$ cat config.mk
export PLATFORM = sky130hd
export DESIGN_NAME = carbon_fabric_sim_mmio
export DESIGN_NICKNAME = d
export VERILOG_FILES = /design/src/rtl/carbon_fabric_sim_mmio.sv
export SDC_FILE = /design/constraint.sdc
export NUM_CORES = 1
export LEC_CHECK = 0
export ABC_AREA = 1
export ABC_CLOCK_PERIOD_IN_PS = 1750
export BUFFER_PORTS_ARGS = -buffer_cell sky130_fd_sc_hd__buf_2
export CORE_MARGIN = 1.5
export CORE_UTILIZATION = 39
export CTS_CLUSTER_SIZE = 24
export DETAILED_ROUTE_END_ITERATION = 6
export PLACE_DENSITY = 0.69
export SYNTH_ARGS = -nofsm -noshare
export SYNTH_HDL_FRONTEND = slang
export SYNTH_SLANG_ARGS = --single-unit
$ cat constraint.sdc
create_clock -name clk -period 1.75 [get_ports clk]
set_input_delay 0.2625 -clock clk [delete_from_list [all_inputs] [get_ports clk]]
set_output_delay 0.2625 -clock clk [all_outputs]
set_load 0.01 [all_outputs]
$ cat src/rtl/carbon_fabric_sim_mmio.sv
// Simulation/bring-up MMIO target: SIGNATURE register, sticky POWEROFF flag and an
// optional byte console FIFO enabled by defining CARBON_SIM_MMIO_CONSOLE_EN.
module carbon_fabric_sim_mmio #(
  parameter logic [31:0] MMIO_BASE   = 32'h0000_0000,
  parameter int unsigned WIN_BYTES   = 256,
  parameter int unsigned RSP_LATENCY = 1,
  parameter int unsigned RSP_OK      = 0,
  parameter int unsigned RSP_ERR     = 2,
  parameter int unsigned CON_DEPTH   = 8,
  parameter int unsigned FAB_ADDR_W  = 32,
  parameter int unsigned FAB_DATA_W  = 32,
  parameter int unsigned FAB_ID_W    = 4,
  parameter int unsigned FAB_OP_W    = 2,
  parameter int unsigned FAB_SIZE_W  = 2,
  parameter int unsigned FAB_ATTR_W  = 4,
  parameter int unsigned FAB_CODE_W  = 2
) (
  input  logic                    clk,
  input  logic                    rst,
  input  logic                    req_valid,
  output logic                    req_ready,
  input  logic [FAB_ID_W-1:0]     req_id,
  input  logic [FAB_ADDR_W-1:0]   req_addr,
  input  logic [FAB_OP_W-1:0]     req_op,
  input  logic [FAB_DATA_W-1:0]   req_wdata,
  input  logic [FAB_DATA_W/8-1:0] req_wstrb,
  input  logic [FAB_SIZE_W-1:0]   req_size,
  input  logic [FAB_ATTR_W-1:0]   req_attr,
  output logic                    rsp_valid,
  input  logic                    rsp_ready,
  output logic [FAB_DATA_W-1:0]   rsp_rdata,
  output logic [FAB_CODE_W-1:0]   rsp_code,
  output logic [FAB_ID_W-1:0]     rsp_id,
  output logic [31:0]             signature_o,
  output logic                    sig_written_o,
  output logic                    poweroff_o,
  output logic                    con_valid_o,
  output logic [7:0]              con_data_o,
  input  logic                    con_ready_i
);
  localparam logic [FAB_ADDR_W-1:0] BASE                      = FAB_ADDR_W'(MMIO_BASE);
  localparam logic [FAB_ADDR_W-1:0] CARBON_MMIO_SIGNATURE_OFF = FAB_ADDR_W'(32'h0);
  localparam logic [FAB_ADDR_W-1:0] CARBON_MMIO_POWEROFF_OFF  = FAB_ADDR_W'(32'h4);
  localparam logic [FAB_ADDR_W-1:0] CARBON_MMIO_CONSOLE_OFF   = FAB_ADDR_W'(32'h8);
  localparam logic [FAB_OP_W-1:0]   CARBON_FABRIC_XACT_READ   = FAB_OP_W'(1);
  localparam logic [FAB_OP_W-1:0]   CARBON_FABRIC_XACT_WRITE  = FAB_OP_W'(2);
  localparam logic [FAB_CODE_W-1:0] CODE_OK  = FAB_CODE_W'(RSP_OK);
  localparam logic [FAB_CODE_W-1:0] CODE_ERR = FAB_CODE_W'(RSP_ERR);

  typedef enum logic [1:0] {IDLE, WAIT, RSP} state_t;
  state_t state;
  logic [3:0] cnt;

  logic [FAB_ADDR_W-1:0] off;
  logic in_win, is_rd, is_wr, hit_sig, hit_pow, hit_con, con_blk, dec_ok, accept;
  logic [31:0] rd_val, sig_merged, con_free;
  logic unused_ok;

  assign off       = req_addr - BASE;
  assign in_win    = (off < FAB_ADDR_W'(WIN_BYTES)) && (off[1:0] == 2'b00);
  assign is_rd     = req_op == CARBON_FABRIC_XACT_READ;
  assign is_wr     = req_op == CARBON_FABRIC_XACT_WRITE;
  assign hit_sig   = in_win && (off == CARBON_MMIO_SIGNATURE_OFF);
  assign hit_pow   = in_win && (off == CARBON_MMIO_POWEROFF_OFF);
  assign dec_ok    = (is_rd || is_wr) && (hit_sig || hit_pow || hit_con) && !con_blk;
  assign req_ready = state == IDLE;
  assign accept    = req_valid && req_ready;
  assign unused_ok = ^{req_size, req_attr, req_wdata, req_wstrb, con_ready_i};

  always_comb begin
    sig_merged = signature_o;
    for (int i = 0; i < 4; i++)
      if (req_wstrb[i]) sig_merged[8*i +: 8] = req_wdata[8*i +: 8];
  end

  always_comb begin
    rd_val = '0;
    if (hit_sig)      rd_val = signature_o;
    else if (hit_pow) rd_val = {31'b0, poweroff_o};
    else if (hit_con) rd_val = con_free;
  end

`ifdef CARBON_SIM_MMIO_CONSOLE_EN
  localparam int unsigned CW = $clog2(CON_DEPTH);
  logic [7:0]    con_mem [CON_DEPTH];
  logic [CW-1:0] con_wp, con_rp;
  logic [CW:0]   con_cnt;
  logic          con_pop, con_push, con_full;

  assign hit_con     = in_win && (off == CARBON_MMIO_CONSOLE_OFF);
  assign con_valid_o = con_cnt != '0;
  assign con_data_o  = con_mem[con_rp];
  assign con_pop     = con_valid_o && con_ready_i;
  assign con_full    = con_cnt == (CW+1)'(CON_DEPTH);
  // A full FIFO still takes the byte if a pop frees a slot on the same edge.
  assign con_blk     = hit_con && is_wr && req_wstrb[0] && con_full && !con_pop;
  assign con_push    = accept && hit_con && is_wr && req_wstrb[0] && !con_blk;
  assign con_free    = 32'(CON_DEPTH) - 32'(con_cnt);

  always_ff @(posedge clk) begin
    if (rst) begin
      con_wp  <= '0;
      con_rp  <= '0;
      con_cnt <= '0;
    end else begin
      if (con_push) begin
        con_mem[con_wp] <= req_wdata[7:0];
        con_wp          <= con_wp + 1'b1;
      end
      if (con_pop) con_rp <= con_rp + 1'b1;
      con_cnt <= con_cnt + {{CW{1'b0}}, con_push} - {{CW{1'b0}}, con_pop};
    end
  end
`else
  assign hit_con     = 1'b0;
  assign con_blk     = 1'b0;
  assign con_free    = '0;
  assign con_valid_o = 1'b0;
  assign con_data_o  = '0;
`endif

  // Side effects commit on the accept edge; the response is only delayed.
  always_ff @(posedge clk) begin
    if (rst) begin
      state         <= IDLE;
      cnt           <= '0;
      rsp_valid     <= 1'b0;
      rsp_rdata     <= '0;
      rsp_code      <= '0;
      rsp_id        <= '0;
      signature_o   <= '0;
      sig_written_o <= 1'b0;
      poweroff_o    <= 1'b0;
    end else begin
      case (state)
        IDLE: if (req_valid) begin
          rsp_id    <= req_id;
          rsp_code  <= dec_ok ? CODE_OK : CODE_ERR;
          rsp_rdata <= (dec_ok && is_rd) ? FAB_DATA_W'(rd_val) : '0;
          cnt       <= 4'(RSP_LATENCY - 2);
          if (RSP_LATENCY == 1) begin
            state     <= RSP;
            rsp_valid <= 1'b1;
          end else begin
            state <= WAIT;
          end
          if (dec_ok && is_wr && hit_sig && |req_wstrb[3:0]) begin
            signature_o   <= sig_merged;
            sig_written_o <= 1'b1;
          end
          if (dec_ok && is_wr && hit_pow && req_wstrb[0] && req_wdata[0]) poweroff_o <= 1'b1;
        end
        WAIT: if (cnt == '0) begin
          state     <= RSP;
          rsp_valid <= 1'b1;
        end else begin
          cnt <= cnt - 1'b1;
        end
        RSP: if (rsp_ready) begin
          state     <= IDLE;
          rsp_valid <= 1'b0;
        end
        default: state <= IDLE;
      endcase
    end
  end
endmodule

After elaboration in Yosys (flattened, before gate mapping)
Index checks and enable logic that the tools add are counted.
{ "classes": {"n_addsub": 1, "mul": 0, "n_div": 0, "n_lt_le_gt_ge": 1, "eq_ne": 9, "n_shift": 0, "n_mux": 15, "bitwise": 0, "reduce_logical": 30} }
{ "ops": {"columns": ["op", "count"], "rows": [
  ["2-to-1 mux 32 bit", 2],
  ["equality test 32 x 3 -> 1 bit, second input constant", 1],
  ["logical NOT 32 bit", 1],
  ["< comparator 32 x 9 -> 1 bit, second input constant", 1],
  ["AND reduction 4 bit", 5],
  ["AND reduction 3 bit", 4],
  ["logical AND 1 bit", 11],
  ["2-to-1 mux 2 bit", 4],
  ["2-to-1 mux 4 bit", 2],
  ["inequality test 2 bit, second input constant", 4],
  ["case mux 4 bit (2 select lines)", 1],
  ["case mux 2 bit (3 select lines)", 1],
  ["equality test 2 x 1 -> 1 bit, second input constant", 2],
  ["equality test 2 bit, second input constant", 2],
  ["logical NOT 2 bit", 2],
  ["logical NOT 4 bit", 1],
  ["2-to-1 mux 1 bit", 4],
  ["OR reduction 4 bit", 1],
  ["subtractor 4 x 1 -> 4 bit, second input constant", 1],
  ["case mux 1 bit (3 select lines)", 1],
  ["nonzero test 3 bit", 1],
  ["logical OR 1 bit", 2],
  ["AND reduction 2 bit", 1],
  ["nonzero test 2 bit", 1]
]} }
{ "word_totals": {"regBits": 79, "latchBits": 0, "ram_bits": 0, "rom_bits": 0, "input_bits": 85, "output_inout_bits": 83, "elab_cells": 68, "memories": 0} }

Logic depth before layout (Yosys ltp)
Gate-level depths: netlist (run 1).
{ "logic_depth": {"ltp_word": 10, "depth_mapped": 12, "depth_no_buf": 10} }

Worst setup path after synthesis (run 1)
Ideal clock, no wire load.
{ "synth_path": {"path_kind": "in2reg", "from": "input port req_addr[26]", "to": "register signature_o[14]", "setup_ns": 0.115, "arrival_ns": 1.451, "t_required_ns": 1.635, "setup_slack_ns": 0.184, "path_stages": 11, "n_path_buf": 2, "path_cell_list": "or2_1 nor2_1 nand2_1 nor2_4 nand3_1 nor2_2 buf_4 buf_4 nand3_1 nand2_1 nor2_1"} }
{ "synth_via": {"elab_chain_len": 9, "elab_cells_between_ends": 12, "cone_classes": "1 x order compare; 1 x eq/ne; 10 x reduce/logical"} }
{ "synth_rtl": {"columns": ["element", "line", "rtl"], "rows": [
  ["start: declaration", "23", "input logic [FAB_ADDR_W-1:0] req_addr,"],
  ["< comparator 32 x 9 -> 1 bit", "60", "assign in_win = (off < FAB_ADDR_W'(WIN_BYTES)) && (off[1:0] == 2'b00);"],
  ["logical AND 1 bit", "60", null],
  ["logical AND 1 bit (on tied branches)", "63, 64", null],
  ["logical OR 1 bit", "65", "assign dec_ok = (is_rd || is_wr) && (hit_sig || hit_pow || hit_con) && !con_blk;"],
  ["logical AND 1 bit", "65", null],
  ["logical AND 1 bit", "147", "if (dec_ok && is_wr && hit_sig && |req_wstrb[3:0]) begin"],
  ["logical AND 1 bit * (2 in a row)", "147", null],
  ["AND reduction 4 bit (no line) *", null, null],
  ["end signal: assignment", "148", "signature_o <= sig_merged;"],
  ["end: declaration", "34", "output logic [31:0] signature_o,"]
]} }
Mark *: on every way between the ends. The rest lies on a longest branch, timed or not.
A chain may end at the register's enable or synchronous reset.

==> flow_metrics.py, run 1 <==
metrics = {
    "run_status": {
        "outcome": "finished, final reports clean",
    },
    "route": {
        "wl_um": 9950,
        "drc": 0,
        "maxUsedRoutingLayer": "met4",
        "ant_nets": 0,
        "vias_per_cell": 4.70,
        "met3WireLength_um": 504,
        "dr_wl_met2_um": 4870,
        "wl_met1_um": 4370,
        "drt-initial-drc-count": 131,
        "firstDrtPassIters": 4,
        "vias": 3745,
        "wl_per_cell_um": 12.5,
    },
    "worst_setup_path": {
        "worstSetupPathType": "reg2reg",
        "end_kind": "flop",
        "crit_required_ns": 1.99,
        "path_max_fanout": 47,
        "r2r-end": "signature_o[21]",
        "reg2reg_depth": 9,
        "worst_setup_path_start_kind": "flop",
        "r2r-start": "rsp_valid",
        "arrival_ns": 1.70,
        "ff2ff_setup_slack_ns": 0.29,
    },
    "yosys": {
        "synth.largest_area_cell": "dfxtp_1",
        "yosysTopAreaCellShare": 0.418,
        "netlist_area_mm2": 0.00345,
        "ys_ff_latch": 72,
        "netlist_top_cells_count": "149 x nand2_1, 114 x nor2_1, 72 x dfxtp_1, 65 x a21oi_1, 40 x inv_1",
        "async_flop_share": 0,
        "synth.most_common_cell": "nand2_1",
        "avgSynthCellArea_um2": 6.39,
        "yosysWarnings": 0,
        "ys_seq_area_frac": 0.418,
        "ys_types": 22,
        "synth_cells": 540,
        "synth_ff_type": "dfxtp_1",
        "synth.area.top_cells": "dfxtp_1 42%, nand2_1 16%, nor2_1 12%, a21oi_1 9.4%, nand3_1 5.4%",
        "synth_edf_count": 0,
    },
    "floorplan": {
        "core_area_mm2": 0.00864,
        "die_x_um": 97.1,
        "start_util": 0.400,
        "die_y_um": 97.1,
        "ios": 168,
        "die-area_mm2": 0.00942,
        "rows": 34,
    },
    "clocking": {
        "cts_setup_buffers": 0,
        "numCtsBuffers": 9,
        "cts_sinks": 72,
        "cts_resized": 0,
        "worstSkewPairLatency_ns": 0.34,
        "htree_levels": 3,
        "cts.path.max_buffers": 2,
        "root_buffer": "clkbuf_8",
        "hold_buffers": 0,
        "cts_tree": "yes",
        "path_clk_slew_ns": 0.08,
    },
    "worst_hold_path": {
        "whs_endpoint": "rsp_id[0]",
        "hold_start": "req_id[0]",
        "holdPathStages": 3,
        "hp-class": "in2reg",
    },
    "placed_design": {
        "dp_hpwl_um": 7160,
        "place_congestion": 0.881,
        "placed_area_mm2": 0.00431,
        "placed_cells": 780,
        "port_buffers": 150,
    },
    "global_routing": {
        "grt_pass1_wl_um": 16600,
        "grt_max_degree": 48,
        "first_global_vias": 3598,
        "grt_overflow": 0,
        "antenna_found_initial": 0,
        "grt_usage": 0.215,
    },
    "sta": {
        "rsz0062_at_grt": "false",
        "hold_viol": 0,
        "post-route-period-util": 0.835,
        "period_minus_slack_ns": 1.46,
        "finClkSkew_ns": 0.00679,
        "fmax_mhz": 685,
        "drv_slew": 0,
        "setup_viol": 0,
    },
    "final_layout": {
        "final_core_util": 0.528,
        "final_cells": 796,
        "syn_to_final_growth_pct": 32.0,
        "fin_area_mm2": 0.00456,
        "antenna_cells": 0,
        "drive_gt1_frac": 0.273,
        "nNetsFinal": 770,
    },
    "power_and_ir_drop": {
        "vdd.ir_drop.worst_v": 0.000320,
        "total_power_mw": 3.58,
        "p_leak_nw": 2.17,
        "pwr_density_cell_mw_per_mm2": 786,
    },
    "flow_run": {
        "drv_cap": 0,
    },
}
metrics by stage:
stage / TNS, ns / hold WS (ns) / worst slack (ns)
after global routing: 0 / 0.182 / 0.135
final: 0 / 0.169 / 0.289
after detailed placement: -0.207 / 0.453 / -0.0484
after global placement: -0.0205 / 0.448 / -0.0205
after CTS: 0 / 0.155 / 0.264
after floorplan: 0 / 0.429 / 0.184
cell type report:
class / instances / area (µm²)
clock buffer: 10 / 128
clock inverter: 6 / 115
fill: 899 / 4080
inverter: 40 / 150
multi-input combinational: 390 / 1650
sequential: 72 / 1440
tap: 108 / 135
timing repair buffer: 170 / 938
layout by cell type, fill, tap and decap left out:
master	n
dfxtp_1	72
ha_1	2
nor2_2	1
nor2_1	114
o21a_1	1
o211ai_1	1
clkinv_4	1
inv_1	40
clkinvlp_4	1
inv_6	1
nand3_1	37
clkbuf_1	1
or2_1	1
nand2_1	149
and2_1	1
o21ai_0	4
buf_4	17
buf_2	150
nor3_1	1
bufinv_16	3
a21oi_1	65
clkbuf_8	9
nand3b_1	1
nor2_4	2
buf_12	3
conb_1	10
per-layer routing:
metal | global-route usage | vias up
met5 | 0 | -
met4 | 0.0870 | 0
met3 | 0.0424 | 21
met2 | 0.375 | 105
met1 | 0.258 | 1683
li1 | - | 1936
flip-flops by register name, indices dropped and copies added, names as in the netlist:
| name | flops |
|---|---|
| rsp_id | 4 |
| poweroff_o | 1 |
| signature_o | 32 |
| rsp_rdata | 32 |
| rsp_code | 1 |
| rsp_valid | 1 |
| sig_written_o | 1 |
power breakdown:
group          switching (mW)  leakage (nW)  internal, mW  total (mW)
clock                   0.650         0.117         0.955        1.61
sequential            0.00544         0.581          1.65        1.65
combinational           0.194          1.47         0.129       0.323
total                   0.850          2.17          2.73        3.58
cell families (layout without fill, tap and decap cells):
family                     count (synthesis)  after routing  synth area share
AOI/OAI and AO/OA                         71             71             0.104
adders and majority gates                  2              2           0.00725
buffers and inverters                     87            226             0.116
DFF                                       72             72             0.418
other                                      1             10           0.00109
and+or+nand+nor                          307            307             0.354
worst max-delay path, cell delays in order, from the launching register on:
cell and delay (ns):
dfxtp_1 0.31, inv_1 0.08, nand2_1 0.12, a21oi_1 0.13, nand2_1 0.10, nor2_4 0.15, buf_12 0.23, nand3_1 0.11
nand2_1 0.08, nor2_1 0.04
how the worst max path moves through the flow:
stage | end | start | slack [ns] | depth (start not counted)
finish | signature_o[21] | rsp_valid | 0.29 | 9
CTS | signature_o[21] | rsp_valid | 0.26 | 9
detailed placement | rsp_rdata[17] | req_addr[26] | -0.05 | 11
global route | signature_o[17] | rsp_valid | 0.14 | 9
floorplan | signature_o[14] | req_addr[26] | 0.18 | 11
global placement | rsp_rdata[27] | req_addr[26] | -0.02 | 11
Power figures use the tool's default switching activity.
==> inputs of run 2 (changes only) <==
- ABC_CLOCK_PERIOD_IN_PS: 1750 -> 1400
- clock period: 1.75 -> 1.4 ns (I/O delays scaled with it)
==> flow_metrics.py, run 2 (synthesis gave the netlist of run 1 again) <==
metrics = {
    "route": {
        "vias": 3792,
        "drc": 0,
        "ant_nets": 0,
        "vias_per_cell": 4.72,
        "wl_um": 9990,
        "wl_per_cell_um": 12.4,
        "firstDrtPassIters": 6,
        "drt-initial-drc-count": 125,
    },
    "global_routing": {
        "first_global_vias": 3325,
        "grt_usage": 0.203,
        "grt_overflow": 0,
        "grt_max_degree": 27,
        "grt_pass1_wl_um": 15600,
        "antenna_found_initial": 0,
    },
    "worst_setup_path": {
        "cp_cell_sequence": "buf_6, or2_1, nor2_1, nand2_1, nor2_4, nand3_2, nor2_4, buf_12, clkbuf_16, nand3_1, nand2_1, nor2_1",
        "path_buf_inv": 3,
        "cpMaxStageDelayCell": "or2_1",
        "arrival_ns": 1.68,
        "critPathMaxStageDelay_ns": 0.23,
        "worstSetupPathType": "in2reg",
        "worst_setup_path_start_kind": "input pin",
        "crit_required_ns": 1.63,
        "path_max_fanout": 6,
        "end_kind": "flop",
        "cp_top_family": "simple AND/OR/NAND/NOR gates",
    },
    "floorplan": {
        "start_util": 0.400,
        "die-area_mm2": 0.00942,
        "die_y_um": 97.1,
        "die_x_um": 97.1,
        "ios": 168,
        "rows": 34,
        "core_area_mm2": 0.00864,
    },
    "power_and_ir_drop": {
        "combPwrFrac": 0.095,
        "swShare": 0.240,
        "clockPowerShare": 0.432,
        "p_seq_frac": 0.473,
        "p_leak_nw": 2.24,
        "pwr_density_cell_mw_per_mm2": 921,
        "vdd.ir_drop.worst_v": 0.000457,
        "switchingPower_mw": 1.05,
        "intPower_mw": 3.32,
    },
    "worst_hold_path": {
        "hp-class": "in2reg",
    },
    "placed_design": {
        "placed_area_mm2": 0.00431,
        "port_buffers": 150,
        "dp_hpwl_um": 7000,
        "place_congestion": 0.816,
        "place_ws_ns": -0.336,
    },
    "sta": {
        "setup_viol": 21,
        "worst_slack_ns": -0.0484,
        "finClkSkew_ns": 0.0104,
        "post-route-period-util": 1.03,
        "hold_viol": 0,
        "rsz0062_at_grt": "true",
        "period_minus_slack_ns": 1.45,
        "fmax_mhz": 690,
        "tns_ns": -0.509,
        "drv_slew": 0,
    },
    "clocking": {
        "cts.path.max_buffers": 2,
        "numCtsBuffers": 9,
        "worstSkewPairLatency_ns": 0.34,
        "cts_tree": "yes",
        "hold_buffers": 0,
        "cts_sinks": 72,
        "path_clk_slew_ns": 0.08,
        "root_buffer": "clkbuf_8",
        "htree_levels": 3,
    },
    "run_status": {
        "failed_checks": "setup timing",
        "outcome": "finished, violations left",
    },
    "final_layout": {
        "layout.cells.most_common_list": "149 x buf_2, 147 x nand2_1, 112 x nor2_1",
        "final_core_util": 0.550,
        "fillCellCount": 901,
        "largestRegisters": "rsp_rdata x32, signature_o x32, rsp_id x4",
        "drive_gt1_frac": 0.306,
        "antenna_cells": 0,
        "nNetsFinal": 777,
        "syn_to_final_growth_pct": 37.5,
        "fin_area_mm2": 0.00475,
        "final_common_cell": "buf_2",
    },
    "flow_run": {
        "drv_cap": 0,
    },
}
[run 2: changes by cell type in the layout (fill, tap and decap cells not counted), moves of 2 or more]
cell | previous run | this run
nand3_2 | 0 | 5
nand2_1 | 149 | 147
nand2_2 | 0 | 2
a21oi_2 | 0 | 7
clkbuf_8 | 9 | 11
nor2_2 | 1 | 3
buf_6 | 0 | 2
nand3_1 | 37 | 32
clkbuf_16 | 0 | 3
a21oi_1 | 65 | 58
clkinv_2 | 0 | 2
nor2_1 | 114 | 112
[run 2: metal layers]
layer	GRT usage	vias to the layer above	wire, µm
met4	0.0457	0	42
met3	0.0576	4	564
met1	0.258	1716	4450
met2	0.343	117	4930
li1	-	1955	-
met5	0	-	0
[run 2: layout make-up]
| type | instances | area, µm² | share of cell area |
|---|---|---|---|
| multi-input combinational | 390 | 1710 | 0.360 |
| sequential | 72 | 1440 | 0.304 |
| inverter | 40 | 150 | 0.0316 |
| tap | 108 | 135 | 0.0285 |
| clock inverter | 5 | 78.8 | 0.0166 |
| timing repair buffer | 177 | 1080 | 0.228 |
| clock buffer | 11 | 151 | 0.0319 |
[run 2: worst min-delay path, stage by stage]
cell and delay [ns]:
buf_2 0.07, o21ai_0 0.07, nor2_1 0.07
[run 2: final timing paths]
kind	from	endpoint	slack, ns	cells after the start
worst max-delay path	req_addr[24]	signature_o[31]	-0.05	12
worst min-delay path	req_id[2]	rsp_id[2]	0.12	3
worst max register to register	rsp_valid	signature_o[31]	-0.01	10
worst min register to register	rsp_rdata[16]	rsp_rdata[16]	0.46	2
[run 2: stage by stage]
step	power (mW)	std cells	hold WS, ns
4_1_cts	4.40	798	0.106
2_1_floorplan	2.34	549	0.375
6_report	4.37	803	0.118
5_1_grt	4.55	803	0.124
3_5_place_dp	2.52	780	0.453
3_3_place_gp	2.51	780	0.450
[run 2: power by group through the flow]
| stage | Clock [mW] | Sequential, mW | Combinational, mW |
|---|---|---|---|
| after detailed placement | 0 | 2.11 | 0.404 |
| after CTS | 1.92 | 2.07 | 0.409 |
| after global placement | 0 | 2.11 | 0.397 |
| after global routing | 2.02 | 2.07 | 0.462 |
| after floorplan | 0 | 2.12 | 0.217 |
| final | 1.89 | 2.07 | 0.414 |
[run 2: timing repair]
| item | 4_1_cts | 5_1_grt |
|---|---|---|
| gates resized for setup | 6 | 15 |
| buffers inserted | 1 | 2 |
| hold endpoints to repair | 0 | 0 |
| pin swaps | 2 | 9 |
| setup endpoints to repair | 28 | 36 |
| cloned | 1 | 4 |
